$ cat src/rtl/riscv_pkg.sv
// Shared RISC-V pipeline types: ALU operations, operand selects and forwarding
// source, plus the storage layout of the EX issue slot.
package riscv_pkg;

  localparam int unsigned XLEN   = 32;
  localparam int unsigned REG_AW = 5;

  typedef enum logic [3:0] {
    ALU_ADD,
    ALU_SUB,
    ALU_SLL,
    ALU_SLT,
    ALU_SLTU,
    ALU_XOR,
    ALU_SRL,
    ALU_SRA,
    ALU_OR,
    ALU_AND
  } alu_op_t;

  typedef enum logic {
    A_RS1,
    A_PC
  } a_sel_t;

  typedef enum logic {
    B_RS2,
    B_IMM
  } b_sel_t;

  typedef enum logic [1:0] {
    FWD_NONE,
    FWD_MEM,
    FWD_WB
  } fwd_sel_t;

  // All-zero encodes the reset slot: invalid, ADD, A_RS1, B_RS2.
  typedef struct packed {
    logic              valid;
    logic [XLEN-1:0]   pc;
    logic [REG_AW-1:0] rs1_addr;
    logic [REG_AW-1:0] rs2_addr;
    logic [XLEN-1:0]   rs1_data;
    logic [XLEN-1:0]   rs2_data;
    logic [XLEN-1:0]   imm;
    a_sel_t            a_sel;
    b_sel_t            b_sel;
    alu_op_t           alu_op;
    logic [REG_AW-1:0] rd_addr;
    logic              rd_we;
  } slot_t;

endpackage

$ cat src/rtl/ex_issue_stage_fwd_unit.sv
// Source-register match against the MEM and WB results; MEM is younger and
// wins. x0 never matches.
module fwd_unit
  import riscv_pkg::*;
(
  input  logic [4:0] src_addr,
  input  logic       mem_rd_we,
  input  logic [4:0] mem_rd_addr,
  input  logic       wb_rd_we,
  input  logic [4:0] wb_rd_addr,
  output fwd_sel_t   sel
);

  always_comb begin
    sel = FWD_NONE;
    if (src_addr != '0) begin
      if (mem_rd_we && (mem_rd_addr == src_addr)) begin
        sel = FWD_MEM;
      end else if (wb_rd_we && (wb_rd_addr == src_addr)) begin
        sel = FWD_WB;
      end
    end
  end

endmodule

$ cat src/rtl/ex_issue_stage.sv
// Single-slot EX issue register with operand selection. Define RISCV_FWD_EN to
// build MEM/WB forwarding; otherwise decode stalls on RAW hazards.
module ex_issue_stage
  import riscv_pkg::*;
(
  input  logic        clk,
  input  logic        rst,
  input  logic        flush,
  input  logic        id_valid,
  output logic        id_ready,
  input  logic [31:0] id_pc,
  input  logic [4:0]  id_rs1_addr,
  input  logic [4:0]  id_rs2_addr,
  input  logic [31:0] id_rs1_data,
  input  logic [31:0] id_rs2_data,
  input  logic [31:0] id_imm,
  input  a_sel_t      id_a_sel,
  input  b_sel_t      id_b_sel,
  input  alu_op_t     id_alu_op,
  input  logic [4:0]  id_rd_addr,
  input  logic        id_rd_we,
  input  logic        mem_rd_we,
  input  logic [4:0]  mem_rd_addr,
  input  logic [31:0] mem_rd_data,
  input  logic        wb_rd_we,
  input  logic [4:0]  wb_rd_addr,
  input  logic [31:0] wb_rd_data,
  input  logic        ex_ready,
  output logic        ex_valid,
  output logic [31:0] alu_a,
  output logic [31:0] alu_b,
  output alu_op_t     alu_op,
  output logic [31:0] ex_pc,
  output logic [4:0]  ex_rd_addr,
  output logic        ex_rd_we
);

  slot_t       slot_q, slot_d;
  logic [31:0] rs1_val, rs2_val;
  logic [31:0] rs1_opnd, rs2_opnd;
  logic        hazard_stall;
  logic        capture;

`ifdef RISCV_FWD_EN
  fwd_sel_t rs1_sel, rs2_sel;

  fwd_unit u_fwd_rs1 (
    .src_addr    (slot_q.rs1_addr),
    .mem_rd_we   (mem_rd_we),
    .mem_rd_addr (mem_rd_addr),
    .wb_rd_we    (wb_rd_we),
    .wb_rd_addr  (wb_rd_addr),
    .sel         (rs1_sel)
  );

  fwd_unit u_fwd_rs2 (
    .src_addr    (slot_q.rs2_addr),
    .mem_rd_we   (mem_rd_we),
    .mem_rd_addr (mem_rd_addr),
    .wb_rd_we    (wb_rd_we),
    .wb_rd_addr  (wb_rd_addr),
    .sel         (rs2_sel)
  );

  always_comb begin
    rs1_val = slot_q.rs1_data;
    rs2_val = slot_q.rs2_data;
    case (rs1_sel)
      FWD_MEM: rs1_val = mem_rd_data;
      FWD_WB:  rs1_val = wb_rd_data;
      default: rs1_val = slot_q.rs1_data;
    endcase
    case (rs2_sel)
      FWD_MEM: rs2_val = mem_rd_data;
      FWD_WB:  rs2_val = wb_rd_data;
      default: rs2_val = slot_q.rs2_data;
    endcase
  end

  assign hazard_stall = 1'b0;
`else
  fwd_sel_t id_rs1_sel, id_rs2_sel;
  logic     slot_rs1_hit, slot_rs2_hit;

  // Without forwarding the match logic looks at the decoding instruction's
  // sources, so any in-flight producer holds decode back.
  fwd_unit u_fwd_rs1 (
    .src_addr    (id_rs1_addr),
    .mem_rd_we   (mem_rd_we),
    .mem_rd_addr (mem_rd_addr),
    .wb_rd_we    (wb_rd_we),
    .wb_rd_addr  (wb_rd_addr),
    .sel         (id_rs1_sel)
  );

  fwd_unit u_fwd_rs2 (
    .src_addr    (id_rs2_addr),
    .mem_rd_we   (mem_rd_we),
    .mem_rd_addr (mem_rd_addr),
    .wb_rd_we    (wb_rd_we),
    .wb_rd_addr  (wb_rd_addr),
    .sel         (id_rs2_sel)
  );

  assign rs1_val      = slot_q.rs1_data;
  assign rs2_val      = slot_q.rs2_data;
  assign slot_rs1_hit = slot_q.valid && slot_q.rd_we && (id_rs1_addr != '0) &&
                        (slot_q.rd_addr == id_rs1_addr);
  assign slot_rs2_hit = slot_q.valid && slot_q.rd_we && (id_rs2_addr != '0) &&
                        (slot_q.rd_addr == id_rs2_addr);
  assign hazard_stall = id_valid && (slot_rs1_hit || slot_rs2_hit ||
                        (id_rs1_sel != FWD_NONE) || (id_rs2_sel != FWD_NONE));
`endif

  assign id_ready = !flush && (!slot_q.valid || ex_ready) && !hazard_stall;
  assign capture  = id_valid && id_ready;

  always_comb begin
    slot_d = slot_q;
    // Refresh held sources so a result retiring during a stall is kept.
    if (slot_q.valid && !ex_ready) begin
      slot_d.rs1_data = rs1_val;
      slot_d.rs2_data = rs2_val;
    end
    if (flush) begin
      slot_d.valid = 1'b0;
    end else if (capture) begin
      slot_d.valid    = 1'b1;
      slot_d.pc       = id_pc;
      slot_d.rs1_addr = id_rs1_addr;
      slot_d.rs2_addr = id_rs2_addr;
      slot_d.rs1_data = id_rs1_data;
      slot_d.rs2_data = id_rs2_data;
      slot_d.imm      = id_imm;
      slot_d.a_sel    = id_a_sel;
      slot_d.b_sel    = id_b_sel;
      slot_d.alu_op   = id_alu_op;
      slot_d.rd_addr  = id_rd_addr;
      slot_d.rd_we    = id_rd_we;
    end else if (slot_q.valid && ex_ready) begin
      slot_d.valid = 1'b0;
    end
  end

  always_ff @(posedge clk) begin
    if (rst) begin
      slot_q <= '0;
    end else begin
      slot_q <= slot_d;
    end
  end

  assign rs1_opnd   = (slot_q.rs1_addr == '0) ? '0 : rs1_val;
  assign rs2_opnd   = (slot_q.rs2_addr == '0) ? '0 : rs2_val;
  assign alu_a      = (slot_q.a_sel == A_PC)  ? slot_q.pc  : rs1_opnd;
  assign alu_b      = (slot_q.b_sel == B_IMM) ? slot_q.imm : rs2_opnd;
  assign alu_op     = slot_q.valid ? slot_q.alu_op : ALU_ADD;
  assign ex_valid   = slot_q.valid;
  assign ex_pc      = slot_q.pc;
  assign ex_rd_addr = slot_q.rd_addr;
  assign ex_rd_we   = slot_q.valid && slot_q.rd_we;

endmodule
$ cat config.mk
export PLATFORM = sky130hd
export DESIGN_NAME = ex_issue_stage
export DESIGN_NICKNAME = d
export VERILOG_FILES = /design/src/rtl/riscv_pkg.sv /design/src/rtl/ex_issue_stage_fwd_unit.sv /design/src/rtl/ex_issue_stage.sv
export SDC_FILE = /design/constraint.sdc
export NUM_CORES = 1
export LEC_CHECK = 0
export CORE_AREA = 2 2 156 158
export DETAILED_ROUTE_END_ITERATION = 8
export DIE_AREA = 0 0 158 160
export GPL_TIMING_DRIVEN = 0
export PLACE_DENSITY_LB_ADDON = 0.25
export SETUP_SLACK_MARGIN = 0.5
export SLEW_MARGIN = 20
export SYNTH_ARGS = -nofsm -noshare
export SYNTH_HDL_FRONTEND = slang
export SYNTH_SLANG_ARGS = --single-unit
$ cat constraint.sdc
create_clock -name clk -period 2.5 [get_ports clk]
set_input_delay 0.625 -clock clk [delete_from_list [all_inputs] [get_ports clk]]
set_output_delay 0.625 -clock clk [all_outputs]
set_load 0.02 [all_outputs]
# Word level (Yosys, flattened, before mapping)
# Cells that the tools add are included.
[word_totals]
wordCells = 62
in_bits = 231
reg_bits = 151
out_inout_bits = 108
[classes]
reduce_logical = 30
n_mux = 13
bitwise = 1
n_eq_ne = 6
[ops]
columns = ["op", "count"]
rows = [
  ["two-way mux 32 bit", 4],
  ["== test 5 bit", 6],
  ["logical AND 1 bit", 14],
  ["two-way mux 2 bit", 6],
  ["zero test 5 bit", 2],
  ["nonzero test 5 bit", 2],
  ["nonzero test 2 bit", 3],
  ["logical OR 1 bit", 4],
  ["two-way mux 4 bit", 1],
  ["zero test 1 bit", 3],
  ["two-way mux 1 bit", 2],
  ["AND reduction 2 bit", 1],
  ["OR reduction 2 bit", 1],
  ["NOT 1 bit", 1],
]

# Depth between registers and ports, before layout
# Gate-level depths: netlist of the first run.
[depth]
word_depth = 13
ltp_mapped = 9
mapped_depth_nobuf = 6

# Hierarchy
# A second synthesis of the first run with hierarchy kept.
[unflattened]
cells_unflattened = 842
area_unflattened_um2 = 8091.5
[by_module_without_submodules]
columns = ["module", "n_inst", "seq_area_each_um2", "cells_each", "area_per_inst_um2"]
rows = [
  ["ex_issue_stage", 1, 3022.9, 806, 7821.3],
  ["fwd_unit", 2, 0.0, 18, 135.1],
]

# Least setup slack after synthesis of the first run
# OpenSTA, ideal clock, no wires.
[synth_path]
path_type = "input to output"
start = "input id_rs2_addr[1]"
end = "output id_ready"
cell_stages = 6
n_path_buf = 0
arrival_ns = 2.286
path_slack_ns = -0.411
t_required_ns = 1.875
cell_sequence = "or4_1 nor2_1 nor3_1 nor4_4 o21ai_0 a21boi_0"
[synth_between]
elab_chain_cells = 10
elab_cells_between_ends = 18
cone_classes = "3 x eq/ne; 3 x mux; 12 x reduce/logical"
[synth_lines]
columns = ["item", "line_no", "text"]
rows = [
  ["start: declaration", "ex_issue_stage.sv:13", "input logic [4:0] id_rs2_addr,"],
  ["== test 5 bit", "ex_issue_stage_fwd_unit.sv:19", "end else if (wb_rd_we && (wb_rd_addr == src_addr)) begin"],
  ["logical AND 1 bit", "ex_issue_stage_fwd_unit.sv:19", ""],
  ["two-way mux 2 bit", "ex_issue_stage_fwd_unit.sv:19", ""],
  ["two-way mux 2 bit", "ex_issue_stage_fwd_unit.sv:17", "if (mem_rd_we && (mem_rd_addr == src_addr)) begin"],
  ["two-way mux 2 bit", "ex_issue_stage_fwd_unit.sv:16", "if (src_addr != '0) begin"],
  ["nonzero test 2 bit", "ex_issue_stage.sv:112", "(id_rs1_sel != FWD_NONE) || (id_rs2_sel != FWD_NONE));"],
  ["logical OR 1 bit *", "ex_issue_stage.sv:112", ""],
  ["logical AND 1 bit *", "ex_issue_stage.sv:111", "assign hazard_stall = id_valid && (slot_rs1_hit || slot_rs2_hit ||"],
  ["zero test 1 bit *", "ex_issue_stage.sv:115", "assign id_ready = !flush && (!slot_q.valid || ex_ready) && !hazard_stall;"],
  ["logical AND 1 bit *", "ex_issue_stage.sv:115", ""],
  ["end: declaration", "ex_issue_stage.sv:10", "output logic id_ready,"],
]
# Mark *: on every way between the ends. The rest lies on a longest branch, timed or not.

# Worst setup path in the final report of the first run
[layout_path]
start = "input id_rs1_addr[1]"
end = "output id_ready"
[layout_between]
elab_chain_cells = 11
elab_cells_between_ends = 18
cone_classes = "3 x eq/ne; 3 x mux; 12 x reduce/logical"
[layout_lines]
columns = ["item", "line_no", "text"]
rows = [
  ["start: declaration", "ex_issue_stage.sv:12", "input logic [4:0] id_rs1_addr,"],
  ["== test 5 bit", "ex_issue_stage_fwd_unit.sv:19", ""],
  ["logical AND 1 bit", "ex_issue_stage_fwd_unit.sv:19", ""],
  ["two-way mux 2 bit", "ex_issue_stage_fwd_unit.sv:19", ""],
  ["two-way mux 2 bit", "ex_issue_stage_fwd_unit.sv:17", ""],
  ["two-way mux 2 bit", "ex_issue_stage_fwd_unit.sv:16", ""],
  ["nonzero test 2 bit", "ex_issue_stage.sv:112", ""],
  ["logical OR 1 bit *", "ex_issue_stage.sv:111", ""],
  ["logical OR 1 bit *", "ex_issue_stage.sv:112", ""],
  ["logical AND 1 bit *", "ex_issue_stage.sv:111", ""],
  ["zero test 1 bit *", "ex_issue_stage.sv:115", ""],
  ["logical AND 1 bit *", "ex_issue_stage.sv:115", ""],
]
# Marks and branches as above.

==> results of run 1 <==
## through the flow
stage | setup TNS (ns) | instances | utilization [%] | cell area [um2]
2_1_floorplan | -4.22 | 837 | - | 8260
3_3_place_gp | -153.53 | 1434 | 47.9 | 11400
3_5_place_dp | -153.16 | 1434 | 47.9 | 11400
4_1_cts | -7.07 | 1528 | 56.5 | 13500
5_1_grt | -18.58 | 1538 | 57.6 | 13700
6_report | -5.97 | 1540 | 57.6 | 13700
## synth_stat cells
master / instances
o2111a_1: 1
a21boi_0: 1
o211ai_1: 1
nor2_1: 3
inv_1: 1
a21oi_1: 3
nand2b_1: 301
xor2_1: 7
a211oi_1: 1
nor4_4: 1
buf_12: 11
nor2b_1: 1
nand2_1: 5
clkbuf_1: 47
mux2i_1: 150
nand4_1: 4
a22o_1: 64
and2_1: 4
xnor2_1: 23
buf_4: 43
o21ai_0: 1
nor3_1: 8
dfxtp_1: 151
nand3_1: 1
nor2_2: 1
nor4_1: 1
or4_1: 2
## area by class of cell
cell class / instances / area [um2]
Antenna cell: 3 / 7.51
Buffer: 101 / 930
Clock buffer: 17 / 425
Clock inverter: 12 / 275
Fill cell: 2154 / 10100
Inverter: 1 / 3.75
Multi-Input combinational cell: 584 / 4590
Sequential cell: 151 / 3040
Tap cell: 324 / 405
Timing Repair Buffer: 347 / 4060
## kinds of logic (layout without fill, tap and decap cells)
logic type	after synthesis	in the layout
AO/OA/AOI/OAI	72	72
XOR/XNOR	30	30
buffers and inverters	102	478
flip-flops	151	151
multiplexers	150	150
other	0	3
AND/OR/NAND/NOR	332	332
## state kept, by name, indices dropped and copies added, names as in the netlist
register	cells
ex_pc	32
ex_rd_addr	5
ex_valid	1
rs1_val	32
rs2_val	32
slot_q	49
## worst max-delay path, delay by kind of cell
family,cells,cell delay (ns)
simple gates,4,1.03
buf+inv,2,0.28
compound gates,2,0.25
## metal layers
metal / vias up / GRT usage (%) / part of all wire [%]
met2: 205 / 36.8 / 49
met3: 21 / 5.56 / 6.3
met5: - / 0 / 0
met1: 3195 / 25.9 / 43
li1: 3499 / - / -
met4: 0 / 4.63 / 1.2
## final timing paths
kind,to,from
setup / recovery,id_ready,id_rs1_addr[1]
hold / removal,rs1_val[4],rs1_val[4]
setup reg to reg,rs2_val[21],ex_rd_addr[3]
hold reg to reg,rs1_val[4],rs1_val[4]
## timing repair
action / in CTS / in global routing
cloned: 23 / 0
setup buffers: 42 / 9
pin swaps: 54 / 30
setup endpoints to repair: 259 / 221
gates resized for setup: 578 / 49
## power by group through the flow
stage,Sequential [mW],Combinational (mW),Clock [mW]
finish,2.64,2.00,3.14
global route,2.66,2.12,3.29
CTS,2.64,1.91,3.20
detailed placement,2.69,1.40,0
global placement,2.69,1.39,0
floorplan,2.66,0.781,0
==> summary.md, run 1 <==
| Metric | Value |
|---|---|
| Pwr Total | 7.79 mW |
| Total number of yosys warnings | 0 |
| Total CTS buffers | 17 |
| Synth top area share | 36.9% |
| Fraction of layout cells with a size suffix above 1 | 22.9% |
| CP arrival | 2.18 ns |
| F_max | 356 MHz |
| Nature of the critical path endpoint | primary output |
| Yosys reg bits | 151 |
| Flop2flop setup slack | 0.34 ns |
| Vias | 6920 |
| Net switching fraction of the power | 25.0% |
| Leakage | 5.57 nW |
| Initial DRT Pass Iterations | 4 |
| Final nets | 1434 |
| Xor/xnor share of the synthesized area | 3.21% |
| Most frequent cells in the layout | nand2b_1 (301), clkdlybuf4s50_1 (155), mux2i_1 (146), dfxtp_1 (141), buf_6 (95) |
| Leading area contributor after synthesis | dfxtp_1 |
| Largest net degree at the start of global routing | 17 |
| Residual DRC | 0 |
| Internal power | 5.84 mW |
| Startpoint types | primary input |
| Worst skew pair latency | 0.43 ns |
| Critical path class | primary input to primary output |
| First-pass GRT wire length | 40700 um |
| Total track usage | 21.1% |
| Hold depth | 2 |
| # rows | 57 |
| IO buf count | 273 |
| CTS tree | yes |
| Number of global-route vias before repair | 7199 |
| Drt total wl | 26600 um |
| Largest family of logic cells by synthesized area | simple AND/OR/NAND/NOR gates |
| Synth unique cells | 27 |
| WP data required | 1.88 ns |
| Compound-cell area share of the yosys netlist | 7.50% |
| Final Hold Fails | 0 |
| Area contributors post-synth | dfxtp_1 (37%), nand2b_1 (23%), mux2i_1 (18%) |
| Max clock buf depth | 2 |
| Clk root buf | clkbuf_16 |
| Largest incremental delay on the critical path | 0.55 ns |
| Final setup fails | 111 |
| Die X | 158 um |
| Minimum clock period after layout | 2.81 ns |
| Switching pwr | 1.94 mW |
| Post-placement setup slack | -1.36 ns |
| Sequential Power Share | 34.0% |
| CTS H-Tree Depth | 4 |
| Clk pwr share | 40.4% |
| Max cap viols | 0 |
| DR iter-0 viols | 238 |
| Post-synthesis simple-gate area fraction | 25.2% |
| RSZ-0062 raised after global routing | true |
| Remaining global-route overflow | 0 |
| Worst setup slack after layout | -0.309 ns |
| Reg2Reg Depth | 10 |
| DRT antenna net count | 0 |
| Multiplexer share of the synthesized area | 18.3% |
| Sequential area share after synthesis | 36.9% |
| Hold slack final | 0.473 ns |
| Core area | 23800 um2 |
| Antenna violations before repair | 2 |
| Mapped Area | 8190 um2 |
| Crit-path cells | buf_2, or4_4, nor2_4, nor3_2, nor4_4, o21ai_2, a21boi_2, buf_6 |
| Drt wl/cell | 17.3 um |
| HP Class | register to register |
| Slew margin rel. | 43.5% |
| Synthesized-area fraction occupied by adder cells | 0% |
| Crit share post-route | 112% |
| Clk slew on worst S/H paths | 0.06 ns |
| Clock Sinks | 151 |
| Vias per cell | 4.49 |
| PwrDens | 567 nW/um2 |
| Cts hold-fix bufs | 0 |
| GP Congestion | 0.792 |
| Slew @ Worst Pin | 0.847 ns |
| Failing checks | setup timing |
| Fin. max-slew vios | 0 |
| HPWL after detailed placement | 18000 um |
| Most common cell after layout, fill and taps aside | nand2b_1 |
| Crit-path max FO | 5 |
| Mean Syn Cell Area | 9.78 um2 |
| Starting Density | 34.4% |
| Io pins | 339 |
| Die area | 25300 um2 |
| Worst VDD drop | 0.000384 V |
| Synthesized net count | 1068 |
| Mapped Cells | 837 |
| Layout area overhead | 67.7% |
| Crit-path slowest cell | or4_4 |
| Clock skew | 0.0170 ns |
| Die Span Y | 160 um |
| Outcome | complete, but fails checks |
| Comb pwr share | 25.7% |
Note: power is estimated with default switching activity, not from simulation.
==> run 2: changes to the inputs <==
--- a/config.mk
+++ b/config.mk
@@ -15,3 +15,4 @@
 export SYNTH_ARGS = -nofsm -noshare
 export SYNTH_HDL_FRONTEND = slang
 export SYNTH_SLANG_ARGS = --single-unit
+export TNS_END_PERCENT = 20
==> summary.md, run 2 (same netlist as run 1, synthesis figures left out) <==
| Metric | Value |
|---|---|
| DR iter-0 viols | 295 (was 238) |
| Internal power | 5.21 mW (was 5.84 mW) |
| Final Cell Area | 12900 um2 (was 13700 um2) |
| Largest incremental delay on the critical path | 0.54 ns (was 0.55 ns) |
| Post-placement setup slack | -1.34 ns (was -1.36 ns) |
| Worst skew pair latency | 0.42 ns (was 0.43 ns) |
| GP Congestion | 0.786 (was 0.792) |
| First-pass GRT wire length | 38800 um (was 40700 um) |
| Setup_tns | -0.404 ns (was -5.97 ns) |
| WL met2 | 12600 um (was 13100 um) |
| Comb pwr share | 24.9% (was 25.7%) |
| RSZ-0062 raised after global routing | true (unchanged) |
| Vias | 6855 (was 6920) |
| Final nets | 1407 (was 1434) |
| Cts hold-fix bufs | 0 (unchanged) |
| Leakage | 5.16 nW (was 5.57 nW) |
| Reg2Reg Depth | 9 (was 10) |
| DRT antenna net count | 0 (unchanged) |
| Slew margin rel. | 44.8% (was 43.5%) |
| Net switching fraction of the power | 26.9% (was 25.0%) |
| Sequential Power Share | 37.1% (was 34.0%) |
| Slew @ Worst Pin | 0.827 ns (was 0.847 ns) |
| Met3 Wirelength | 1880 um (was 1680 um) |
| Clk slew on worst S/H paths | 0.06 ns (about the same) |
| Nature of the critical path endpoint | primary output (unchanged) |
| Drt total wl | 26000 um (was 26600 um) |
| Crit-path cells | buf_8, or4_4, nor2_4, nor3_2, nor4_4, o21ai_2, a21boi_2, buf_6 (was buf_2, or4_4, nor2_4, nor3_2, nor4_4, o21ai_2, a21boi_2, buf_6) |
| Total track usage | 19.8% (was 21.1%) |
| Crit-path max FO | 3 (was 5) |
| CTS tree | yes (unchanged) |
| F_max | 358 MHz (was 356 MHz) |
| PwrDens | 553 nW/um2 (was 567 nW/um2) |
| Core area | 23800 um2 (unchanged) |
| Vias per cell | 4.53 (was 4.49) |
| Worst VDD drop | 0.000379 V (was 0.000384 V) |
| Hold depth | 2 (unchanged) |
| Initial DRT Pass Iterations | 4 (unchanged) |
| Antenna violations before repair | 3 (was 2) |
| Drt wl/cell | 17.2 um (was 17.3 um) |
| Startpoint types | primary input (unchanged) |
| Total CTS buffers | 17 (unchanged) |
| DP Area | 11400 um2 (about the same) |
| DR top layer | met5 (was met4) |
| Max cap viols | 0 (unchanged) |
| Number of global-route vias before repair | 7065 (was 7199) |
| Failing checks | setup timing (unchanged) |
| CP arrival | 2.17 ns (was 2.18 ns) |
| Remaining global-route overflow | 0 (unchanged) |
| Crit-path slowest cell | or4_4 (unchanged) |
| Biggest register | slot_q (unchanged) |
| Largest net degree at the start of global routing | 17 (unchanged) |
| Filler Cell Count | 2186 (was 2154) |
| Worst setup slack after layout | -0.292 ns (was -0.309 ns) |
| Switching pwr | 1.92 mW (was 1.94 mW) |
| Clock Sinks | 151 (unchanged) |
| CTS H-Tree Depth | 4 (unchanged) |
| IO buf count | 273 (unchanged) |
| HP Class | register to register (unchanged) |
| # rows | 57 (unchanged) |
| Minimum clock period after layout | 2.79 ns (was 2.81 ns) |
| Max reg flops | 49 (unchanged) |
| WP data required | 1.88 ns (about the same) |
| Residual DRC | 0 (unchanged) |
| Io pins | 339 (unchanged) |
| Finished Core Util | 54.2% (was 57.6%) |
| Clock skew | 0.0116 ns (was 0.0170 ns) |
| Final Hold Fails | 0 (unchanged) |
| Clk root buf | clkbuf_16 (unchanged) |
| Most common cell after layout, fill and taps aside | nand2b_1 (unchanged) |
| Flop2flop setup slack | 0.45 ns (was 0.34 ns) |
| Die X | 158 um (unchanged) |
| Final setup fails | 14 (was 111) |
| Die area | 25300 um2 (unchanged) |
| Fin. max-slew vios | 0 (unchanged) |
| Layout area overhead | 57.6% (was 67.7%) |
| Max clock buf depth | 2 (unchanged) |
| Critical path class | primary input to primary output (unchanged) |
| Clk pwr share | 38.0% (was 40.4%) |
| Die Span Y | 160 um (unchanged) |
| Met1 Wirelength | 11200 um (was 11500 um) |
| Crit share post-route | 112% (about the same) |
| Fraction of layout cells with a size suffix above 1 | 23.9% (was 22.9%) |
| Outcome | complete, but fails checks (unchanged) |
| HPWL after detailed placement | 18100 um (was 18000 um) |
| Most frequent cells in the layout | nand2b_1 (301), clkdlybuf4s50_1 (154), mux2i_1 (150), dfxtp_1 (142), buf_4 (87) (was nand2b_1 (301), clkdlybuf4s50_1 (155), mux2i_1 (146), dfxtp_1 (141), buf_6 (95)) |
| Pwr Total | 7.13 mW (was 7.79 mW) |
| Starting Density | 34.4% (unchanged) |
## run 2: cell count changes in the layout (fill, tap and decap cells not counted), sizes merged, moves of 2 or more
cell           before  now
clkinv              3    1
clkbuf             60   76
clkinvlp            0    4
dlygate4sd2        43    7
inv                 2    5
buf               204  201
clkdlybuf4s15       3    1
bufinv              8    3
## run 2: layout make-up
type	instances	area, um2	area share, %
inverter	1	3.75	0.0291
clock inverter	12	166	1.29
multi-input combinational	584	4570	35.4
clock buffer	19	443	3.43
antenna	2	5.00	0.0388
sequential	151	3040	23.6
tap	324	405	3.14
buffer	101	896	6.94
timing repair buffer	320	3380	26.2
## run 2: final timing paths
check,end,start
worst max-delay path,id_ready,id_rs2_addr[3]
worst min register to register,rs1_val[3],rs1_val[3]
worst max register to register,ex_rd_addr[1],ex_rd_addr[2]
worst min-delay path,rs1_val[3],rs1_val[3]
## run 2: layer usage
metal | global-route usage (%) | vias to the layer above
met2 | 33.4 | 202
met3 | 6.24 | 21
met4 | 4.59 | 2
met1 | 24.6 | 3182
li1 | - | 3448
met5 | 0 | -
## run 2: per-stage QoR
stage	cells	hold slack, ns
floorplan	837	0.444
global placement	1434	0.457
detailed placement	1434	0.463
CTS	1493	0.455
global route	1512	0.482
finish	1514	0.471
## run 2: worst max-delay path, delay by kind of cell
| kind | cells | cell delay (ns) |
|---|---|---|
| compound gates | 2 | 0.24 |
| buf+inv | 2 | 0.24 |
| simple gates | 4 | 1.06 |
## run 2: power groups by stage
stage	sequential [mW]	clock [mW]	combinational [mW]
global route	2.66	2.86	1.89
CTS	2.64	2.77	1.66
global placement	2.69	0	1.38
floorplan	2.66	0	0.771
finish	2.64	2.71	1.77
detailed placement	2.69	0	1.39
## run 2: what timing repair did
item                       4_1_cts  5_1_grt
setup buffers                   24        6
pin swaps                       54       54
hold endpoints to repair         0        0
gates cloned                     4       13
resized for setup              565       30
setup endpoints to repair      259      216
